--- src/rtl/triangle_scan_pkg.sv ---
// Shared types for the triangle raster-scan feeder.
package triangle_scan_pkg;

  localparam int COORD_W = 10;

  typedef logic [COORD_W-1:0] coord_t;

  typedef struct packed {
    coord_t x;
    coord_t y;
  } point_t;

  typedef enum logic [1:0] {
    IDLE,
    BBOX,
    SCAN
  } state_t;

endpackage

--- src/rtl/triangle_scan_min_max3.sv ---
// Combinational unsigned min and max of three coordinates.
module triangle_scan_min_max3
  import triangle_scan_pkg::*;
(
  input  coord_t a,
  input  coord_t b,
  input  coord_t c,
  output coord_t lo,
  output coord_t hi
);

  coord_t ab_lo;
  coord_t ab_hi;

  assign ab_lo = (a < b) ? a : b;
  assign ab_hi = (a < b) ? b : a;
  assign lo    = (c < ab_lo) ? c : ab_lo;
  assign hi    = (c > ab_hi) ? c : ab_hi;

endmodule

--- src/rtl/triangle_scan.sv ---
// Accepts a triangle, computes its bounding box and streams every integer
// point of the box row-major, together with the latched vertices.
module triangle_scan
  import triangle_scan_pkg::*;
#(
  parameter int W = COORD_W
) (
  input  logic         clk,
  input  logic         rst,
  input  logic         tri_valid,
  output logic         tri_ready,
  input  logic [W-1:0] tri_xa,
  input  logic [W-1:0] tri_ya,
  input  logic [W-1:0] tri_xb,
  input  logic [W-1:0] tri_yb,
  input  logic [W-1:0] tri_xc,
  input  logic [W-1:0] tri_yc,
  output logic         pt_valid,
  input  logic         pt_ready,
  output logic [W-1:0] pt_x,
  output logic [W-1:0] pt_y,
  output logic         pt_last,
  output logic [W-1:0] v_xa,
  output logic [W-1:0] v_ya,
  output logic [W-1:0] v_xb,
  output logic [W-1:0] v_yb,
  output logic [W-1:0] v_xc,
  output logic [W-1:0] v_yc,
  output logic         busy,
  output logic         done
);

  state_t state, state_nx;
  point_t lo, hi, cur;
  coord_t xmin_c, xmax_c, ymin_c, ymax_c;
  coord_t x_inc, y_inc;
  logic   hs, at_xmax, at_ymax;

  // Box limits come straight from the latched vertices, consumed in BBOX.
  triangle_scan_min_max3 u_mm_x (.a(v_xa), .b(v_xb), .c(v_xc), .lo(xmin_c), .hi(xmax_c));
  triangle_scan_min_max3 u_mm_y (.a(v_ya), .b(v_yb), .c(v_yc), .lo(ymin_c), .hi(ymax_c));

  assign hs        = pt_valid && pt_ready;
  assign at_xmax   = (cur.x == hi.x);
  assign at_ymax   = (cur.y == hi.y);
  // Only used when not yet at the limit, so these never wrap.
  assign x_inc     = cur.x + 1'b1;
  assign y_inc     = cur.y + 1'b1;
  assign pt_x      = cur.x;
  assign pt_y      = cur.y;
  assign tri_ready = (state == IDLE);
  assign busy      = (state != IDLE);

  // State register.
  always_ff @(posedge clk) begin
    if (rst) state <= IDLE;
    else     state <= state_nx;
  end

  // Next state: accept, one box cycle, then scan until the last handshake.
  always_comb begin
    state_nx = state;
    case (state)
      IDLE:    if (tri_valid) state_nx = BBOX;
      BBOX:    state_nx = SCAN;
      SCAN:    if (hs && at_xmax && at_ymax) state_nx = IDLE;
      default: state_nx = IDLE;
    endcase
  end

  // Vertex latch, box registers and point counters; everything holds on stall.
  always_ff @(posedge clk) begin
    if (rst) begin
      v_xa <= '0; v_ya <= '0; v_xb <= '0; v_yb <= '0; v_xc <= '0; v_yc <= '0;
      lo <= '0; hi <= '0; cur <= '0;
      pt_valid <= 1'b0;
      pt_last  <= 1'b0;
      done     <= 1'b0;
    end else begin
      done <= 1'b0;
      case (state)
        IDLE: if (tri_valid) begin
          v_xa <= tri_xa; v_ya <= tri_ya;
          v_xb <= tri_xb; v_yb <= tri_yb;
          v_xc <= tri_xc; v_yc <= tri_yc;
        end
        BBOX: begin
          lo.x     <= xmin_c; lo.y <= ymin_c;
          hi.x     <= xmax_c; hi.y <= ymax_c;
          cur.x    <= xmin_c; cur.y <= ymin_c;
          pt_valid <= 1'b1;
          pt_last  <= (xmin_c == xmax_c) && (ymin_c == ymax_c);
        end
        SCAN: if (hs) begin
          if (!at_xmax) begin
            cur.x   <= x_inc;
            pt_last <= at_ymax && (x_inc == hi.x);
          end else if (!at_ymax) begin
            cur.x   <= lo.x;
            cur.y   <= y_inc;
            pt_last <= (lo.x == hi.x) && (y_inc == hi.y);
          end else begin
            pt_valid <= 1'b0;
            pt_last  <= 1'b0;
            done     <= 1'b1;
          end
        end
        default: ;
      endcase
    end
  end

endmodule

--- config.mk ---
export PLATFORM = sky130hd
export DESIGN_NAME = triangle_scan
export DESIGN_NICKNAME = d
export VERILOG_FILES = /design/src/rtl/triangle_scan_pkg.sv /design/src/rtl/triangle_scan_min_max3.sv /design/src/rtl/triangle_scan.sv
export SDC_FILE = /design/constraint.sdc
export NUM_CORES = 1
export LEC_CHECK = 0
export ABC_AREA = 1
export CAP_MARGIN = 15
export CELL_PAD_IN_SITES_DETAIL_PLACEMENT = 0
export CELL_PAD_IN_SITES_GLOBAL_PLACEMENT = 1
export CORE_UTILIZATION = 40
export CTS_CLUSTER_DIAMETER = 120
export DETAILED_ROUTE_END_ITERATION = 10
export MAX_ROUTING_LAYER = met4
export PLACE_DENSITY = 0.91
export SYNTH_ARGS = -nofsm -noshare
export SYNTH_HDL_FRONTEND = slang
export SYNTH_HIERARCHICAL = 1
export SYNTH_SLANG_ARGS = --single-unit
export TNS_END_PERCENT = 30
--- constraint.sdc ---
create_clock -name clk -period 5.5 [get_ports clk]
set_input_delay 0.825 -clock clk [delete_from_list [all_inputs] [get_ports clk]]
set_output_delay 0.825 -clock clk [all_outputs]
set_load 0.02 [all_outputs]
; ---- Yosys cells after proc, flatten, opt, wreduce, memory -nomap -nowiden
; Cells that the tools add are included.
[op_classes]
addsub = 2
order_cmp = 6
eq_ne = 16
mux = 25
n_bitwise = 3
reduce_logical = 16
[ops]
columns = op, count
row1 = $mux W10, 10
row2 = $eq A10 B10 Y1, 7
row3 = $lt A10 B10 Y1, 4
row4 = $mux W20, 2
row5 = $pmux W20 S2, 1
row6 = $add A10 B1 Y10 const B, 2
row7 = $gt A10 B10 Y1, 2
row8 = $ne A2 B2 Y1 const B, 6
row9 = $reduce_and A4 Y1, 2
row10 = $mux W1, 7
row11 = $logic_and A1 B1 Y1, 6
row12 = $pmux W2 S3, 1
row13 = $reduce_and A2 Y1, 3
row14 = $mux W2, 2
row15 = $pmux W1 S2, 2
row16 = $reduce_bool A2 Y1, 2
row17 = $reduce_or A4 Y1, 1
row18 = $ne A3 B3 Y1 const B, 1
row19 = $not A1 Y1, 3
row20 = $reduce_and A3 Y1, 1
row21 = $eq A2 B1 Y1 const B, 1
row22 = $eq A2 B2 Y1 const B, 1
row23 = $logic_not A2 Y1, 1
[totals]
regBits = 115
output_inout_bits = 85
word_cells = 83

; ---- Logic depth before layout (Yosys ltp)
; Gate-level depths: netlist (run 1).
[depth]
depth_word = 7
ltp_mapped = 30
ltp_nobuf = 28

; ---- Cells and area by module
; The synthesis (run 1) kept the hierarchy.
[modules_own_cells]
columns = mod, n_inst, cells_each, area_per_inst_um2
row1 = triangle_scan, 1, 907, 5843.1
row2 = triangle_scan_min_max3 (u_mm_x), 1, 214, 1239.9
row3 = triangle_scan_min_max3 (u_mm_y), 1, 213, 1233.7

; ---- Worst setup path after synthesis (run 1)
; Ideal clock, no wire load.
[synth_path]
kind = reg2reg
start = register v_xb[9]
end = register pt_last
setup_ns = 0.070
arrival_ns = 3.499
t_required_ns = 5.430
setup_slack_ns = 1.931
stages_incl_launch_ff = 27
path_buffers = 3
cell_sequence = dfxtp_1 inv_1 ha_1 a21o_1 nor2_2 nand3_2 buf_6 buf_6 nand2_1 o21ai_2 ha_1 inv_1 nor2_1 o211ai_1 o2111ai_1 nand2_1 clkinv_2 clkbuf_2 o21ai_0 o22ai_1 nor2_1 nand4_1 nor2_1 nand3_1 nand2_1 inv_1 a21oi_1
[synth_via]
elab_chain_len = 7
[synth_rtl]
columns = element, line
row1 = from (decl), triangle_scan.sv:25  ; output logic [W-1:0] v_xb,
row2 = from (signal assigned), triangle_scan.sv:84  ; v_xb <= tri_xb; v_yb <= tri_yb;
row3 = $lt A10 B10 Y1, triangle_scan_min_max3.sv:16  ; assign ab_hi = (a < b) ? b : a;
row4 = $mux W10 *, triangle_scan_min_max3.sv:16
row5 = $gt A10 B10 Y1, triangle_scan_min_max3.sv:18  ; assign hi = (c > ab_hi) ? c : ab_hi;
row6 = $mux W10 *, triangle_scan_min_max3.sv:18
row7 = via xmax_c[5], triangle_scan.sv:35  ; coord_t xmin_c, xmax_c, ymin_c, ymax_c;
row8 = $eq A10 B10 Y1 *, triangle_scan.sv:92  ; pt_last <= (xmin_c == xmax_c) && (ymin_c == ymax_c);
row9 = $logic_and A1 B1 Y1 *, triangle_scan.sv:92
row10 = $pmux W1 S2 *, triangle_scan.sv:81  ; case (state)
row11 = to (signal assigned), triangle_scan.sv:92
row12 = to (signal assigned), triangle_scan.sv:97  ; pt_last <= at_ymax && (x_inc == hi.x);
row13 = to (signal assigned), triangle_scan.sv:101  ; pt_last <= (lo.x == hi.x) && (y_inc == hi.y);
row14 = to (decl), triangle_scan.sv:22  ; output logic pt_last,
; The timed path passes the listed nets; every way through them passes the cells marked *.
; A chain may end at the register's enable or synchronous reset.

; ---- Worst setup path after layout (run 1)
[layout_path]
start = register v_xb[3]
end = register pt_last
[layout_via]
elab_chain_len = 7
[layout_rtl]
columns = element, line
row1 = $lt A10 B10 Y1, triangle_scan_min_max3.sv:15  ; assign ab_lo = (a < b) ? a : b;
row2 = $mux W10 *, triangle_scan_min_max3.sv:15
row3 = $lt A10 B10 Y1, triangle_scan_min_max3.sv:17  ; assign lo = (c < ab_lo) ? c : ab_lo;
row4 = $mux W10 *, triangle_scan_min_max3.sv:17
row5 = via xmin_c[2], triangle_scan.sv:35
row6 = $eq A10 B10 Y1 *, triangle_scan.sv:92
row7 = $logic_and A1 B1 Y1 *, triangle_scan.sv:92
row8 = $pmux W1 S2 *, triangle_scan.sv:81
; Marked as above.

==> results of run 1 <==
==> area by class of cell <==
cell class	count	area, um2
fillers	2132	9760
inverters	161	608
multi-input cells	1003	5120
flip-flops and latches	115	2300
clock buffers	20	447
clock inverters	12	180
repair buffers	155	1540
well taps	270	338
==> per-stage QoR <==
stage	std cells	power, mW
finish	1736	3.84
CTS	1735	3.84
global route	1736	4.10
global placement	1703	2.62
floorplan	1334	2.18
detailed placement	1703	2.64
==> logic make-up after synthesis <==
group | count (synthesis) | share of synthesized area [%]
buffers and inverters | 216 | 10.8
xor gates and xnor gates | 28 | 2.95
adders and majority gates | 58 | 8.73
and+or+nand+nor | 638 | 31.3
AOI/OAI and AO/OA | 279 | 18.6
DFF | 115 | 27.7
==> final timing paths <==
path | from | endpoint | cells after the start
setup reg to reg | v_xb[3] | pt_last | 25
hold / removal | hi[4] | hi[4] | 2
setup / recovery | v_xb[3] | pt_last | 25
hold reg to reg | hi[4] | hi[4] | 2
==> worst max-delay path, stage by stage, from the launching register on <==
cell and delay, ps:
dfxtp_1 410, inv_1 60, ha_1 290, nand2_1 70, nand2_1 40, nand2_1 50
nand2_1 50, nand2_1 90, nand3_2 570, o21ai_0 630, ha_1 330, a21oi_1 150
o21a_1 150, o221a_2 320, nand2_2 170, nand2_1 90, nand2_1 100, inv_1 130
o22ai_1 120, nor2_1 120, nand2_1 60, nor3_1 120, nand3_1 90, nand2_1 60
inv_1 40, a21oi_1 130
==> power by group through the flow <==
| stage | clock network [mW] | registers, mW | logic (mW) |
|---|---|---|---|
| floorplan | 0 | 1.06 | 1.12 |
| global placement | 0 | 1.04 | 1.59 |
| detailed placement | 0 | 1.04 | 1.60 |
| CTS | 1.21 | 1.02 | 1.61 |
| global route | 1.25 | 1.04 | 1.82 |
| finish | 1.20 | 1.02 | 1.62 |
==> placed cells by master (no fill, tap or decap), types with 8 or more instances in the layout <==
| cell type | netlist | layout |
|---|---|---|
| a21oi_1 | 74 | 74 |
| a21oi_2 | 12 | 12 |
| clkbuf_16 | 0 | 17 |
| clkdlybuf4s50_1 | 0 | 148 |
| dfxtp_1 | 115 | 115 |
| ha_1 | 58 | 58 |
| inv_1 | 153 | 152 |
| nand2_1 | 335 | 334 |
| nand3_1 | 52 | 52 |
| nand4_1 | 13 | 13 |
| nor2_1 | 210 | 209 |
| nor2_2 | 8 | 9 |
| o21ai_0 | 136 | 135 |
| o21ai_1 | 21 | 22 |
| o21ai_2 | 8 | 8 |
| xnor2_1 | 11 | 11 |
| xor2_1 | 17 | 17 |
==> layer usage <==
| metal | routed length (um) | GRT usage, % | vias to the layer above |
|---|---|---|---|
| met2 | 10900 | 37.5 | 262 |
| met1 | 12700 | 33.7 | 3812 |
| li1 | - | - | 4528 |
| met5 | 0 | - | - |
| met3 | 1590 | 5.16 | 27 |
| met4 | 425 | 6.72 | 0 |
==> metrics.cfg, run 1 <==
[die]
die_y_um = 146
ios = 149
row_count = 52
initial_core_util_pct = 41.0
die_w_um = 146
core_area_um2 = 20300
die_area_um2 = 21400

[pwr]
p_int_mw = 2.27
p_leak_nw = 4.77
clock_power_share_pct = 31.2
p_sw_share_pct = 40.8
combPwrFrac_pct = 42.1
seq_power_share_pct = 26.7
powerDensity_nw_per_um2 = 364
ir_drop_uv = 202
power.switching_mw = 1.56

[clock_tree]
clkSinkCount = 115
clk_pin_slew_worst_paths_ps = 60
clockRootBuffer = clkbuf_16
cts.hold.buffers_added = 0
cts_resized = 0
htree_levels = 4
clk_latency_ps = 420
post_cts_buffers = 0
cts_tree = done
max-clock-path-buffers = 2
cts_buffers = 17

[cells_and_area]
final_area_um2 = 10500
nNetsFinal = 1575
post-route-util_pct = 51.9
antennaDiodeCount = 0
largest_register = hi
drive_gt1_share_pct = 6.00
largest_reg_flops = 20
area_growth_syn_to_layout_pct = 26.7

[synthesis]
synth_largest_type_area_fraction_pct = 27.7
synth-edff-count = 0
synth_area_um2 = 8320
ys_async_sr_fraction_pct = 0
yosysSeqAreaShare_pct = 27.7
synth.avg_cell_area_um2 = 6.23
synth_most_common_cell = nand2_1
synth.top_cells.by_area = dfxtp_1 (28%), nand2_1 (15%), nor2_1 (9.5%), ha_1 (8.7%), o21ai_0 (8.2%)
synth_flop_cell = dfxtp_1
ys_warn_count = 6
synthTopCellsByCount = nand2_1 (335), nor2_1 (210), inv_1 (153), o21ai_0 (136), dfxtp_1 (115)
ys_types = 40
yosysTopAreaCell = dfxtp_1
synthesis.instances = 1334
synth_nets = 1456
ys_seq_elements = 115

[worst_hold_path]
min_path_type = reg -> reg

[grt]
grt_pass1_wl_um = 41200
grt_pass1_vias = 7921
grt_usage_pct = 24.9
grt_max_degree = 63
antenna_found_initial = 0
grt_remaining_overflow = 0

[drt]
drt.antenna.violating_nets = 0
drc = 0
vias = 8629
avgViaCountPerCell = 4.97
firstDrtPassIters = 5
first_iter_violations = 633
routed_wl_um = 25700
routedWlPerCell_um = 14.8

[sta]
fin_skew_ps = 12.0
worstMarginPinSlew_ps = 976
relSlewSlack_pct = 34.8
fmax_ghz = 0.219
slew_violations = 0
hold_viol = 0
hold_ws_ps = 468
tns_ps = 0
rsz0062_at_grt = no
min_period_ps = 4560
setup_viol = 0
timing.final.crit_share_pct = 82.8
worst_slack_ps = 944

[place]
place.gp.congestion = 0.927
port_buffers = 148
dp_hpwl_um = 19300
post-place-ws_ps = 983
placed_cell_area_um2 = 9900

[critical_path]
worstSetupStartpointType = flip-flop
crit_type = reg -> reg
crit_path_end_kind = flip-flop
cp.arrival_ps = 4900
r2r_setup_slack_ps = 940
critPathRequiredTime_ps = 5850
cp_max_fo = 39

[outcome]
status = completed

[flow_run]
drv_cap = 0

No activity file was read; power rests on OpenSTA's default activity.
==> run 2: changes to the inputs <==
--- a/config.mk
+++ b/config.mk
@@ -9,11 +9,11 @@
 export CAP_MARGIN = 15
 export CELL_PAD_IN_SITES_DETAIL_PLACEMENT = 0
 export CELL_PAD_IN_SITES_GLOBAL_PLACEMENT = 1
-export CORE_UTILIZATION = 40
+export CORE_UTILIZATION = 34
 export CTS_CLUSTER_DIAMETER = 120
 export DETAILED_ROUTE_END_ITERATION = 10
 export MAX_ROUTING_LAYER = met4
-export PLACE_DENSITY = 0.91
+export PLACE_DENSITY = 0.82
 export SYNTH_ARGS = -nofsm -noshare
 export SYNTH_HDL_FRONTEND = slang
 export SYNTH_HIERARCHICAL = 1
==> constraint.sdc (replaced) <==
create_clock -name clk -period 3.95 [get_ports clk]
set_input_delay 0.5925 -clock clk [delete_from_list [all_inputs] [get_ports clk]]
set_output_delay 0.5925 -clock clk [all_outputs]
set_load 0.02 [all_outputs]
==> metrics.cfg, run 2 (synthesis gave the netlist of run 1 again) <==
[outcome]
status = completed

[clock_tree]
cts_tree = done
htree_levels = 4  ; unchanged
clk_latency_ps = 420  ; about the same
cts_buffers = 17  ; unchanged
max-clock-path-buffers = 2  ; unchanged
cts.hold.buffers_added = 0  ; unchanged
clkSinkCount = 115  ; unchanged
clk_pin_slew_worst_paths_ps = 50  ; about the same
clockRootBuffer = clkbuf_16

[sta]
relSlewSlack_pct = 37.3  ; +2.5 points
worstMarginPinSlew_ps = 939  ; -37.2 ps
slew_violations = 0  ; unchanged
tns_ps = 0  ; unchanged
hold_ws_ps = 470  ; +2.03 ps
timing.final.crit_share_pct = 94.4  ; +12 points
setup_viol = 0  ; unchanged
min_period_ps = 3730  ; -827 ps
fin_skew_ps = 10.7  ; -1.28 ps
worst_slack_ps = 221  ; -723 ps
fmax_ghz = 0.268  ; +22%
hold_viol = 0  ; unchanged

[critical_path]
crit_path_end_kind = flip-flop
cp_max_fo = 20  ; -49%
crit_type = reg -> reg
worstSetupStartpointType = flip-flop
critPathRequiredTime_ps = 4290  ; -1560 ps
cp.arrival_ps = 4070  ; -830 ps

[drt]
vias = 8760  ; +1.5%
drc = 0  ; unchanged
avgViaCountPerCell = 4.82  ; -3.1%
routedWlPerCell_um = 14.9  ; +0.51%
first_iter_violations = 475  ; -25%
firstDrtPassIters = 5  ; unchanged
drt.antenna.violating_nets = 0  ; unchanged
routed_wl_um = 27100  ; +5.3%

[die]
core_area_um2 = 23800  ; +17%
row_count = 56  ; +7.7%
die_area_um2 = 25100  ; +17%
die_y_um = 158  ; +8.3%
ios = 149  ; unchanged
die_w_um = 158  ; +8.3%
initial_core_util_pct = 35.0  ; -6.0 points

[place]
post-place-ws_ps = 49.1  ; -934 ps
port_buffers = 148  ; unchanged
place_inst = 1780  ; +4.5%
placed_cell_area_um2 = 10200  ; +3.1%
place.gp.congestion = 0.957  ; +3.2%
dp_hpwl_um = 20700  ; +7.1%

[cells_and_area]
final_cell_mix = nand2_1 (330), nor2_1 (208), inv_1 (152)
drive_gt1_share_pct = 9.73  ; +3.7 points
fillCellCount = 2522  ; +18%
antennaDiodeCount = 0  ; unchanged
nNetsFinal = 1612  ; +2.3%
largest_register = hi
final_common_cell = nand2_1
final_area_um2 = 11000  ; +4.0%
largest_reg_flops = 20  ; unchanged
post-route-util_pct = 46.1  ; -5.8 points
area_growth_syn_to_layout_pct = 31.8
fin_cells = 1819  ; +4.8%

[pwr]
ir_drop_uv = 223  ; +10%
power_mw = 5.33  ; +39%
powerDensity_nw_per_um2 = 486  ; +34%
p_leak_nw = 4.97  ; +4.3%

[worst_hold_path]
min_path_type = reg -> reg

[flow_run]
drv_cap = 0  ; unchanged

[grt]
grt_remaining_overflow = 0  ; unchanged
antenna_found_initial = 0  ; unchanged
grt_pass1_wl_um = 42400  ; +3.0%
grt_max_degree = 72  ; +14%
grt_pass1_vias = 8118  ; +2.5%
grt_usage_pct = 22.5  ; -2.4 points

-- run 2: cell types whose count changed in the layout (fill, tap and decap cells not counted), moves of 5 or more --
cell	previous run	this run
clkinvlp_4	5	0
a21oi_2	12	17
clkinv_2	2	8
o21ai_0	135	124
o21ai_2	8	17
buf_4	6	35
a21oi_1	74	68
-- run 2: per-layer routing --
metal	track usage, %	vias to the layer above	part of all wire (%)
li1	-	4601	-
met1	30.1	3855	49
met2	33.8	260	43
met3	4.68	44	6.0
met4	7.10	0	2.0
met5	-	-	0
-- run 2: final cells by class --
cell class / count / area, um2 / share of cell area, %
repair buffers: 191 / 1890 / 17.2
inverters: 161 / 614 / 5.61
flip-flops and latches: 115 / 2300 / 21.0
well taps: 319 / 399 / 3.64
multi-input cells: 1004 / 5260 / 48.0
clock buffers: 21 / 450 / 4.11
clock inverters: 8 / 40.0 / 0.365
-- run 2: final timing paths --
check             cells past startpoint  startpoint  slack (ps)      end
setup / recovery                     27     v_xb[9]         220  pt_last
hold / removal                        2       hi[4]         470    hi[4]
setup reg to reg                     27     v_xb[9]         220  pt_last
hold reg to reg                       2       hi[4]         470    hi[4]
-- run 2: timing repair --
| item | in CTS | in global routing |
|---|---|---|
| setup buffers | 0 | 5 |
| endpoints found under the setup margin | 0 | 1 |
| resized for setup | 0 | 50 |
-- run 2: power breakdown --
group / switching, mW / total [mW] / leakage [nW] / internal [mW]
sequential: 0.137 / 1.40 / 0.948 / 1.27
clock: 0.547 / 1.34 / 0.252 / 0.796
combinational: 1.57 / 2.58 / 3.78 / 1.01
total: 2.26 / 5.33 / 4.97 / 3.07
-- run 2: critical path: stages, from the launching register on --
cell       delay (ps)
dfxtp_1           350
inv_1              80
ha_1              290
nand2_1            70
nor2_1            200
nand3_2           150
nand3_4           120
buf_12            160
nor2_1             50
a21oi_2           200
ha_1              300
nand2_1           100
nor2_1             50
o211ai_1          110
o2111ai_1         170
nand2_2           180
inv_8              80
nand2_1            60
o21ai_0            80
inv_1             140
o22ai_1            90
nor2_1            120
nand2_1            60
nor3_1            120
nand3_1            90
nand2_1            60
inv_1              40
a21oi_1           120
==> run 3: changes to the inputs <==
--- a/config.mk
+++ b/config.mk
@@ -18,4 +18,3 @@
 export SYNTH_HDL_FRONTEND = slang
 export SYNTH_HIERARCHICAL = 1
 export SYNTH_SLANG_ARGS = --single-unit
-export TNS_END_PERCENT = 30
==> results of run 3 <==
The final DEF is identical to that of run 2; final timing and power are the same.
